File: src/rtl/memory_stage_if.sv
// Memory-stage bus: execution-stage operands in, write-back payload and stall out.
//   master : upstream side (drives ex-stage fields, observes write-back fields and stall)
//   slave  : memory_stage (consumes ex-stage fields, drives write-back fields and stall)
interface memory_stage_if;

   logic [7:0] ans_ex;          // execution result
   logic [7:0] data_out;        // store data
   logic [7:0] B_Bypass;        // memory address
   logic       mem_en_ex;       // op accesses memory
   logic       mem_rw_ex;       // 1 = store, 0 = load
   logic       mem_mux_sel_ex;  // 1 = write back load data
   logic [4:0] RW_ex;           // destination register

   logic [7:0] ans_mem;         // registered write-back value
   logic [4:0] RW_mem;          // registered destination
   logic       wb_en_mem;       // registered write enable
   logic       stall_mem;       // combinational hold request

   modport master (
      output ans_ex, data_out, B_Bypass, mem_en_ex, mem_rw_ex, mem_mux_sel_ex, RW_ex,
      input  ans_mem, RW_mem, wb_en_mem, stall_mem
   );

   modport slave (
      input  ans_ex, data_out, B_Bypass, mem_en_ex, mem_rw_ex, mem_mux_sel_ex, RW_ex,
      output ans_mem, RW_mem, wb_en_mem, stall_mem
   );

endinterface

File: src/rtl/memory_stage.sv
// Memory pipeline stage: owns the byte-wide data memory, performs loads/stores with
// WAIT_CYC wait states and registers the write-back payload.
//   clk   : rising-edge clock
//   reset : asynchronous, active-low reset
//   bus   : memory_stage_if.slave (ex-stage inputs, write-back outputs, stall_mem)
module memory_stage #(
   parameter int unsigned ADDR_W   = 5,
   parameter int unsigned WAIT_CYC = 0
) (
   input logic           clk,
   input logic           reset,
   memory_stage_if.slave bus
);

   localparam int unsigned DEPTH    = 1 << ADDR_W;
   localparam logic [2:0]  WAIT_LIM = 3'(WAIT_CYC);

   typedef enum logic {ST_IDLE, ST_WAIT} state_t;

   state_t            state_q, state_d;
   logic [2:0]        wcnt_q, wcnt_d;
   logic [7:0]        ans_q, ans_d;
   logic [4:0]        rw_q, rw_d;
   logic              wb_q, wb_d;
   logic              mem_we;
   logic              stall_c;
   logic [ADDR_W-1:0] addr;
   logic [7:0]        rd_data;
   logic [7:0]        mem [DEPTH];

   // Address wraps modulo depth: only the low ADDR_W bits select a byte.
   assign addr    = bus.B_Bypass[ADDR_W-1:0];
   assign rd_data = mem[addr];

   generate
      if (ADDR_W < 8) begin : g_addr_hi
         logic unused_addr_hi;
         assign unused_addr_hi = ^bus.B_Bypass[7:ADDR_W];
      end
   endgenerate

   // Hold upstream until the access reaches its final wait count.
   assign stall_c       = reset & bus.mem_en_ex & (wcnt_q != WAIT_LIM);
   assign bus.stall_mem = stall_c;

   // State, wait counter and write-back registers.
   always_ff @(posedge clk or negedge reset) begin
      if (!reset) begin
         state_q <= ST_IDLE;
         wcnt_q  <= 3'd0;
         ans_q   <= 8'd0;
         rw_q    <= 5'd0;
         wb_q    <= 1'b0;
      end else begin
         state_q <= state_d;
         wcnt_q  <= wcnt_d;
         ans_q   <= ans_d;
         rw_q    <= rw_d;
         wb_q    <= wb_d;
      end
   end

   // Next-state and write-back payload selection.
   always_comb begin
      state_d = state_q;
      wcnt_d  = wcnt_q;
      ans_d   = ans_q;
      rw_d    = rw_q;
      wb_d    = wb_q;
      mem_we  = 1'b0;

      if (!bus.mem_en_ex) begin
         // Plain ALU op; also recovers from an access abandoned mid-wait.
         state_d = ST_IDLE;
         wcnt_d  = 3'd0;
         ans_d   = bus.ans_ex;
         rw_d    = bus.RW_ex;
         wb_d    = (bus.RW_ex != 5'd0);
      end else if (wcnt_q != WAIT_LIM) begin
         // Wait state: count up and send a bubble downstream, ans_mem holds.
         state_d = ST_WAIT;
         wcnt_d  = (state_q == ST_IDLE) ? 3'd1 : wcnt_q + 3'd1;
         rw_d    = 5'd0;
         wb_d    = 1'b0;
      end else begin
         // Completing edge of the access.
         state_d = ST_IDLE;
         wcnt_d  = 3'd0;
         rw_d    = bus.RW_ex;
         if (bus.mem_rw_ex) begin
            mem_we = reset;
            ans_d  = bus.ans_ex;
            wb_d   = 1'b0;
         end else begin
            ans_d  = bus.mem_mux_sel_ex ? rd_data : bus.ans_ex;
            wb_d   = (bus.RW_ex != 5'd0);
         end
      end
   end

   // Data memory: contents survive reset, written only on a completing store edge.
   always_ff @(posedge clk) begin
      if (mem_we) begin
         mem[addr] <= bus.data_out;
      end
   end

   assign bus.ans_mem   = ans_q;
   assign bus.RW_mem    = rw_q;
   assign bus.wb_en_mem = wb_q;

endmodule
File: src/flat_wrapper.sv
// flat-port wrapper written by rule: the top's interface ports become plain ports
module memory_stage_flat 
#(
   parameter int unsigned ADDR_W   = 5,
   parameter int unsigned WAIT_CYC = 0
)
  (clk, reset, bus_ans_ex, bus_data_out, bus_B_Bypass, bus_mem_en_ex, bus_mem_rw_ex, bus_mem_mux_sel_ex, bus_RW_ex, bus_ans_mem, bus_RW_mem, bus_wb_en_mem, bus_stall_mem);
  memory_stage_if bus_i ();
  input logic clk;
  input logic reset;
  input wire logic [$bits(bus_i.ans_ex)-1:0] bus_ans_ex;
  input wire logic [$bits(bus_i.data_out)-1:0] bus_data_out;
  input wire logic [$bits(bus_i.B_Bypass)-1:0] bus_B_Bypass;
  input wire logic [$bits(bus_i.mem_en_ex)-1:0] bus_mem_en_ex;
  input wire logic [$bits(bus_i.mem_rw_ex)-1:0] bus_mem_rw_ex;
  input wire logic [$bits(bus_i.mem_mux_sel_ex)-1:0] bus_mem_mux_sel_ex;
  input wire logic [$bits(bus_i.RW_ex)-1:0] bus_RW_ex;
  output wire logic [$bits(bus_i.ans_mem)-1:0] bus_ans_mem;
  output wire logic [$bits(bus_i.RW_mem)-1:0] bus_RW_mem;
  output wire logic [$bits(bus_i.wb_en_mem)-1:0] bus_wb_en_mem;
  output wire logic [$bits(bus_i.stall_mem)-1:0] bus_stall_mem;
  assign bus_i.ans_ex = bus_ans_ex;
  assign bus_i.data_out = bus_data_out;
  assign bus_i.B_Bypass = bus_B_Bypass;
  assign bus_i.mem_en_ex = bus_mem_en_ex;
  assign bus_i.mem_rw_ex = bus_mem_rw_ex;
  assign bus_i.mem_mux_sel_ex = bus_mem_mux_sel_ex;
  assign bus_i.RW_ex = bus_RW_ex;
  assign bus_ans_mem = bus_i.ans_mem;
  assign bus_RW_mem = bus_i.RW_mem;
  assign bus_wb_en_mem = bus_i.wb_en_mem;
  assign bus_stall_mem = bus_i.stall_mem;
  memory_stage #(.ADDR_W(ADDR_W), .WAIT_CYC(WAIT_CYC)) u_core (.clk(clk), .reset(reset), .bus(bus_i));
endmodule
File: config.mk
export PLATFORM = sky130hd
export DESIGN_NAME = memory_stage_flat
export DESIGN_NICKNAME = d
export VERILOG_FILES = /design/src/rtl/memory_stage_if.sv /design/src/rtl/memory_stage.sv /design/src/flat_wrapper.sv
export SDC_FILE = /design/constraint.sdc
export NUM_CORES = 1
export LEC_CHECK = 0
export ABC_AREA = 1
export ABC_CLOCK_PERIOD_IN_PS = 2300
export CAP_MARGIN = 20
export CORE_MARGIN = 2
export CORE_UTILIZATION = 51
export DETAILED_ROUTE_END_ITERATION = 7
export PLACE_DENSITY = 0.72
export SLEW_MARGIN = 20
export SYNTH_ARGS = -nofsm -noshare
export SYNTH_HDL_FRONTEND = slang
export SYNTH_SLANG_ARGS = --single-unit
File: constraint.sdc
create_clock -name clk -period 2.3 [get_ports clk]
set_input_delay 0.345 -clock clk [delete_from_list [all_inputs] [get_ports clk]]
set_output_delay 0.345 -clock clk [all_outputs]
set_load 0.02 [all_outputs]
---- Word-level counts from Yosys, hierarchy flattened ----
Memories as Yosys holds them, arrays and structs flattened.
Index checks and enable logic that the tools add are counted.
operators by class
  shift operators ......................... 0
  mux-type cells .......................... 19
  eq/ne operators ......................... 1
  multiply operators ...................... 0
  reductions and logical operators ........ 2
  order comparisons ....................... 0
  add/sub/neg operators ................... 1
  divide/modulo/power cells ............... 0
  bitwise operators ....................... 2
operator list
  kind                                           number
  two-way mux 8 bit                              4
  two-way mux 1 bit                              10
  two-way mux 5 bit                              2
  two-way mux 3 bit                              3
  nonzero test 5 bit                             1
  adder 3 x 1 -> 3 bit (second input constant)   1
  nonzero test 3 bit                             1
  AND 1 bit                                      2
  inequality test 2 bit (second input constant)  1
word-level totals
  memory bits (writable) .................. 256
  ROM bits ................................ 0
  latch bits .............................. 0
  bits of input ports ..................... 34
  memories kept ........................... 1
  logic and storage cells ................. 31
  flip-flop bits (word level) ............. 18
  output and inout bits ................... 15
memories
  name        words  bits a word  read ports  clocked after memory_dff  write ports  line                RTL
  u_core.mem  32     8            1           0                         1            memory_stage.sv:29  logic [7:0] mem [DEPTH];

---- Longest topological paths before layout ----
Gate-level depths: netlist (run 1).
  depth in word-level cells ............... 5
  mapped depth ............................ 14
  mapped depth without buffers ............ 11

---- Worst setup path before layout (run 1) ----
Ideal clock, no wire load.
  kind .................................... register to register
  start point ............................. reg u_core.wcnt_q[0]
  end point ............................... mem u_core.mem[0][0] (enable)
  library setup time ...................... 0.370 ns
  period minus slack after synthesis ...... 2.034 ns
  required time ........................... 1.930 ns
  path slack .............................. 0.266 ns
  arrival ................................. 1.663 ns
  stages on the path, launching flop included .. 7
  path buffers ............................ 0
  path through ............................ dfrtp_1 > inv_1 > ha_1 > nand2_1 > nor3_1 > nand2_1 > nor2_1
between the ends
  word-level cells in the longest chain between the ends .. 5
RTL lines
  what                                     line                 RTL
  start, declared                          memory_stage.sv:21   logic [2:0] wcnt_q, wcnt_d;
  start signal, assigned                   memory_stage.sv:56   wcnt_q <= wcnt_d;
  nonzero test 3 bit                       memory_stage.sv:79   end else if (wcnt_q != WAIT_LIM) begin
  two-way mux 1 bit                        memory_stage.sv:79
  two-way mux 1 bit                        memory_stage.sv:72   if (!bus.mem_en_ex) begin
  two-way mux 1 bit                        memory_stage.sv:103  if (mem_we) begin
  two-way mux 1 bit (not written as such)  memory_stage.sv:104  mem[addr] <= bus.data_out;
  end, declared                            memory_stage.sv:29
No other way between the ends.

---- Worst setup path in the final report (run 1) ----
  start point ............................. reg u_core.wcnt_q[0]
  end point ............................... out bus_stall_mem
between the ends
  word-level cells in the longest chain between the ends .. 2
RTL lines
  what                line                RTL
  nonzero test 3 bit  memory_stage.sv:43  assign stall_c = reset & bus.mem_en_ex & (wcnt_q != WAIT_LIM);
  AND 1 bit           memory_stage.sv:43
  end, declared       flat_wrapper.sv:21  output wire logic [$bits(bus_i.stall_mem)-1:0] bus_stall_mem;
No other way between the ends.

==> results of run 1 <==
-- worst paths after layout --
check / startpoint / endpoint / slack [ns] / cells after the start
worst max-delay path: u_core.wcnt_q[0] / bus_stall_mem / 0.20 / 6
worst min-delay path: reset / u_core.state_q / 0.18 / 2
worst max register to register: u_core.wcnt_q[0] / u_core.mem[25][1] / 0.34 / 8
worst min register to register: u_core.wcnt_q[2] / u_core.wcnt_q[2] / 0.47 / 1
max in group asynchronous: reset / u_core.bus.RW_mem[0] / 1.92 / 2
min in group clk: bus_RW_ex[0] / u_core.bus.RW_mem[0] / 0.37 / 3
-- per-layer routing --
metal / part of all wire / vias up
met4: 0.021 / 0
li1: - / 3831
met5: 0 / -
met3: 0.063 / 49
met2: 0.49 / 258
met1: 0.43 / 3715
-- power groups by stage --
stage	sequential [mW]	combinational, mW	clock [mW]
detailed placement	5.60	0.679	0
floorplan	5.62	0.346	0
global route	5.50	0.756	4.40
global placement	5.60	0.665	0
CTS	5.50	0.684	4.22
finish	5.50	0.683	4.17
-- stage by stage --
step	cells	setup slack, ns	utilization	area, µm²
after detailed placement	1455	0.0881	0.562	12600
after floorplan	1110	0.266	-	11600
after global placement	1455	0.0875	0.562	12600
final	1506	0.198	0.600	13500
after CTS	1506	0.178	0.600	13500
after global routing	1506	0.118	0.600	13500
-- kinds of logic after synthesis --
logic type | after synthesis
compound gates | 12
fa+ha+maj | 2
buf+inv | 83
flops | 274
simple gates | 739
-- flip-flops by register name (all words and copies together) (netlist names) --
signal	count
u_core.wcnt_q	3
u_core.bus.ans_mem	8
u_core.bus.wb_en_mem	1
u_core.state_q	1
u_core.bus.RW_mem	5
u_core.mem	256
-- critical path, cell delays in order (launching register included) --
cell and delay [ns]:
dfrtp_1 0.38, inv_1 0.06, ha_1 0.20, nand2_1 0.09, nand2_1 0.07, nor2_1 0.10, dlygate4sd2_1 0.34
-- cell usage after synthesis (2+ instances only) --
cell type | n | area (µm²)
nor3_2 | 8 | 80.1
buf_6 | 9 | 101
o21ai_0 | 9 | 45.0
nand2_1 | 601 | 2260
ha_1 | 2 | 25.0
nand4_1 | 8 | 50.1
buf_4 | 6 | 45.0
edfxtp_1 | 256 | 7690
dfrtp_1 | 18 | 450
buf_2 | 23 | 115
nor3_1 | 2 | 10.0
nand3_1 | 64 | 320
nor2_1 | 55 | 206
buf_1 | 7 | 26.3
clkbuf_1 | 6 | 22.5
inv_1 | 31 | 116
-- repair_timing --
item	4_1_cts	5_1_grt
resized for setup	1	0
setup endpoints to repair	1	0
hold endpoints to repair	0	0
-- area by class of cell --
cell class	count	area, µm²
tap	285	357
sequential	274	8140
clock inverter	17	103
fill	1804	9010
timing repair buffer	111	1010
inverter	32	121
clock buffer	34	744
multi-input combinational	753	3020
-- layout by cell type, fill, tap and decap left out --
| cell type | count |
|---|---|
| ha_1 | 2 |
| dfrtp_1 | 18 |
| nor3_1 | 2 |
| nor2_1 | 55 |
| nand4_1 | 8 |
| o21ai_0 | 9 |
| nand3_1 | 64 |
| and3_1 | 1 |
| a31oi_1 | 1 |
| dlygate4sd2_1 | 1 |
| nor3_2 | 8 |
| clkdlybuf4s50_1 | 42 |
| inv_2 | 1 |
| a21oi_1 | 1 |
| inv_1 | 30 |
| nand2_1 | 601 |
| clkbuf_1 | 5 |
| bufinv_16 | 1 |
| clkinv_2 | 8 |
| buf_4 | 61 |
| clkbuf_16 | 29 |
| a211oi_1 | 1 |
| buf_12 | 6 |
| clkinv_1 | 8 |
| edfxtp_1 | 256 |
| buf_2 | 1 |
| clkinvlp_4 | 1 |
==> results.md, run 1 <==
- RSZ-0062 raised after global routing: no
- Multiplexer area fraction after synthesis: 0
- Clk network pwr share: 0.403
- CTS tree: built
- Antenna fix cells: 0
- Compound-Gate Fraction of Synth Area: 0.00551
- Final wirelength: between 20000 and 30000 µm
- Syn avg cell area: 10.4 µm²
- CTS buffer count: 28
- Sequential element share of the synthesized area: 0.702
- GRT overflow: 0
- Total Power: 10.4 mW
- Max-Cap Viols: 0
- Vias in the first global route: 7647
- Post-Synth Simple-Gate Area: 0.253
- Number of synthesized flops with an enable pin: 256
- Die ar.: 0.0239 mm²
- Total track usage: 0.214
- Main combinational cell family by area after synthesis: simple AND/OR/NAND/NOR gates
- Cts hold-fix bufs: 0
- Slew @ Worst Pin: 0.452 ns
- Pint: approximately 8 mW
- Hold Path Class: input port to async pin
- Clk pin slew, worst setup/hold paths: ~0.06 ns
- Drt pass-1 iters: 7
- Ys flop type: edfxtp_1
- Setup Skew: 0.00963 ns
- Grt met1 use: 0.287
- Chip Height: 155 µm
- Synthesized instance count: 1110
- Layout area overhead: 16.5%
- Final hold violation count: 0
- Outcome: finished, final reports clean
- Via count: about 7900
- Core Footprint: approximately 0.023 mm²
- Post-synthesis xor/xnor area fraction: 0
- Fin crit share: 0.914
- Final HPWL DP: 15300 µm
- P_leak: ~5.6 nW
- CTS max path bufs: 3
- Adder-cell share of the synthesized area: 0.00216
- Critical Path End Type: primary output
- GRT Max-Usage Layer: met2
- Crit Path Class: flop to primary output
- Met2 Track Usage GR: 0.364
- Io pins: 49
- Max_slew headroom: 0.698
- PwrDens: ~770 mW/mm²
- Mapped cell area: 0.0116 mm²
- Met3 Usage GRT: 0.0373
- Layout cells sized above 1: 0.0950
- WP data required: about 2 ns
- Largest net degree at the start of global routing: 69
- Final setup vio count: 0
- Max Fclk: 476 MHz
- Global-route wire length before repair: 40000 µm
- Final ANT Viol Nets: 0
- Critical path arrival: roughly 1.8 ns
- Logic pwr share: 0.066
- Fin Setup TNS: 0 ns
- CTS sink cnt: 274
- Asr flop ratio synth: 0.0657
- Initial antenna violation count: 0
- Net Sw Power: 2.25 mW
- Crit path max fanout: 3
- Flop pwr share: 0.531
- Fin crit period: 2.10 ns
- Die extent in x: 155 µm
- Final-stage net count: 1236
- Sw Ratio: 0.217
- Port bufs: 45
- Final Wtd Congestion: 0.826
- Routed WL per cell: 16.7 µm
- Post-CTS setup buffer count: 0
- Synthesized flop and latch total: 274
- Yosys warns: 0
- H-tree depth: 1
- Syn nets: 1146
- Yosys cell types: 21
- Routed vias/inst: 5.21
- Clock Latency Late Sink: 0.53 ns
- Starting Density: 0.515
- # rows: 55
- Slew Limit Fails: 0
- Worst vdd ir: 0.000554 V
- DR iter-0 viols: 669
- Root Driver: clkbuf_16
- Crit path launch type: flop
- Drt drc: 0
- Hold WS: 0.180 ns
Note: power is estimated with default switching activity, not from simulation.
==> run 2: changes to the inputs <==
ABC_CLOCK_PERIOD_IN_PS = default   (was 2300)
==> results of run 2 <==
The final DEF is identical to that of run 1; final timing and power are the same.
==> run 3: changes to the inputs <==
SLEW_MARGIN = default   (was 20)
==> results of run 3 <==
The final DEF is identical to that of run 1; final timing and power are the same.
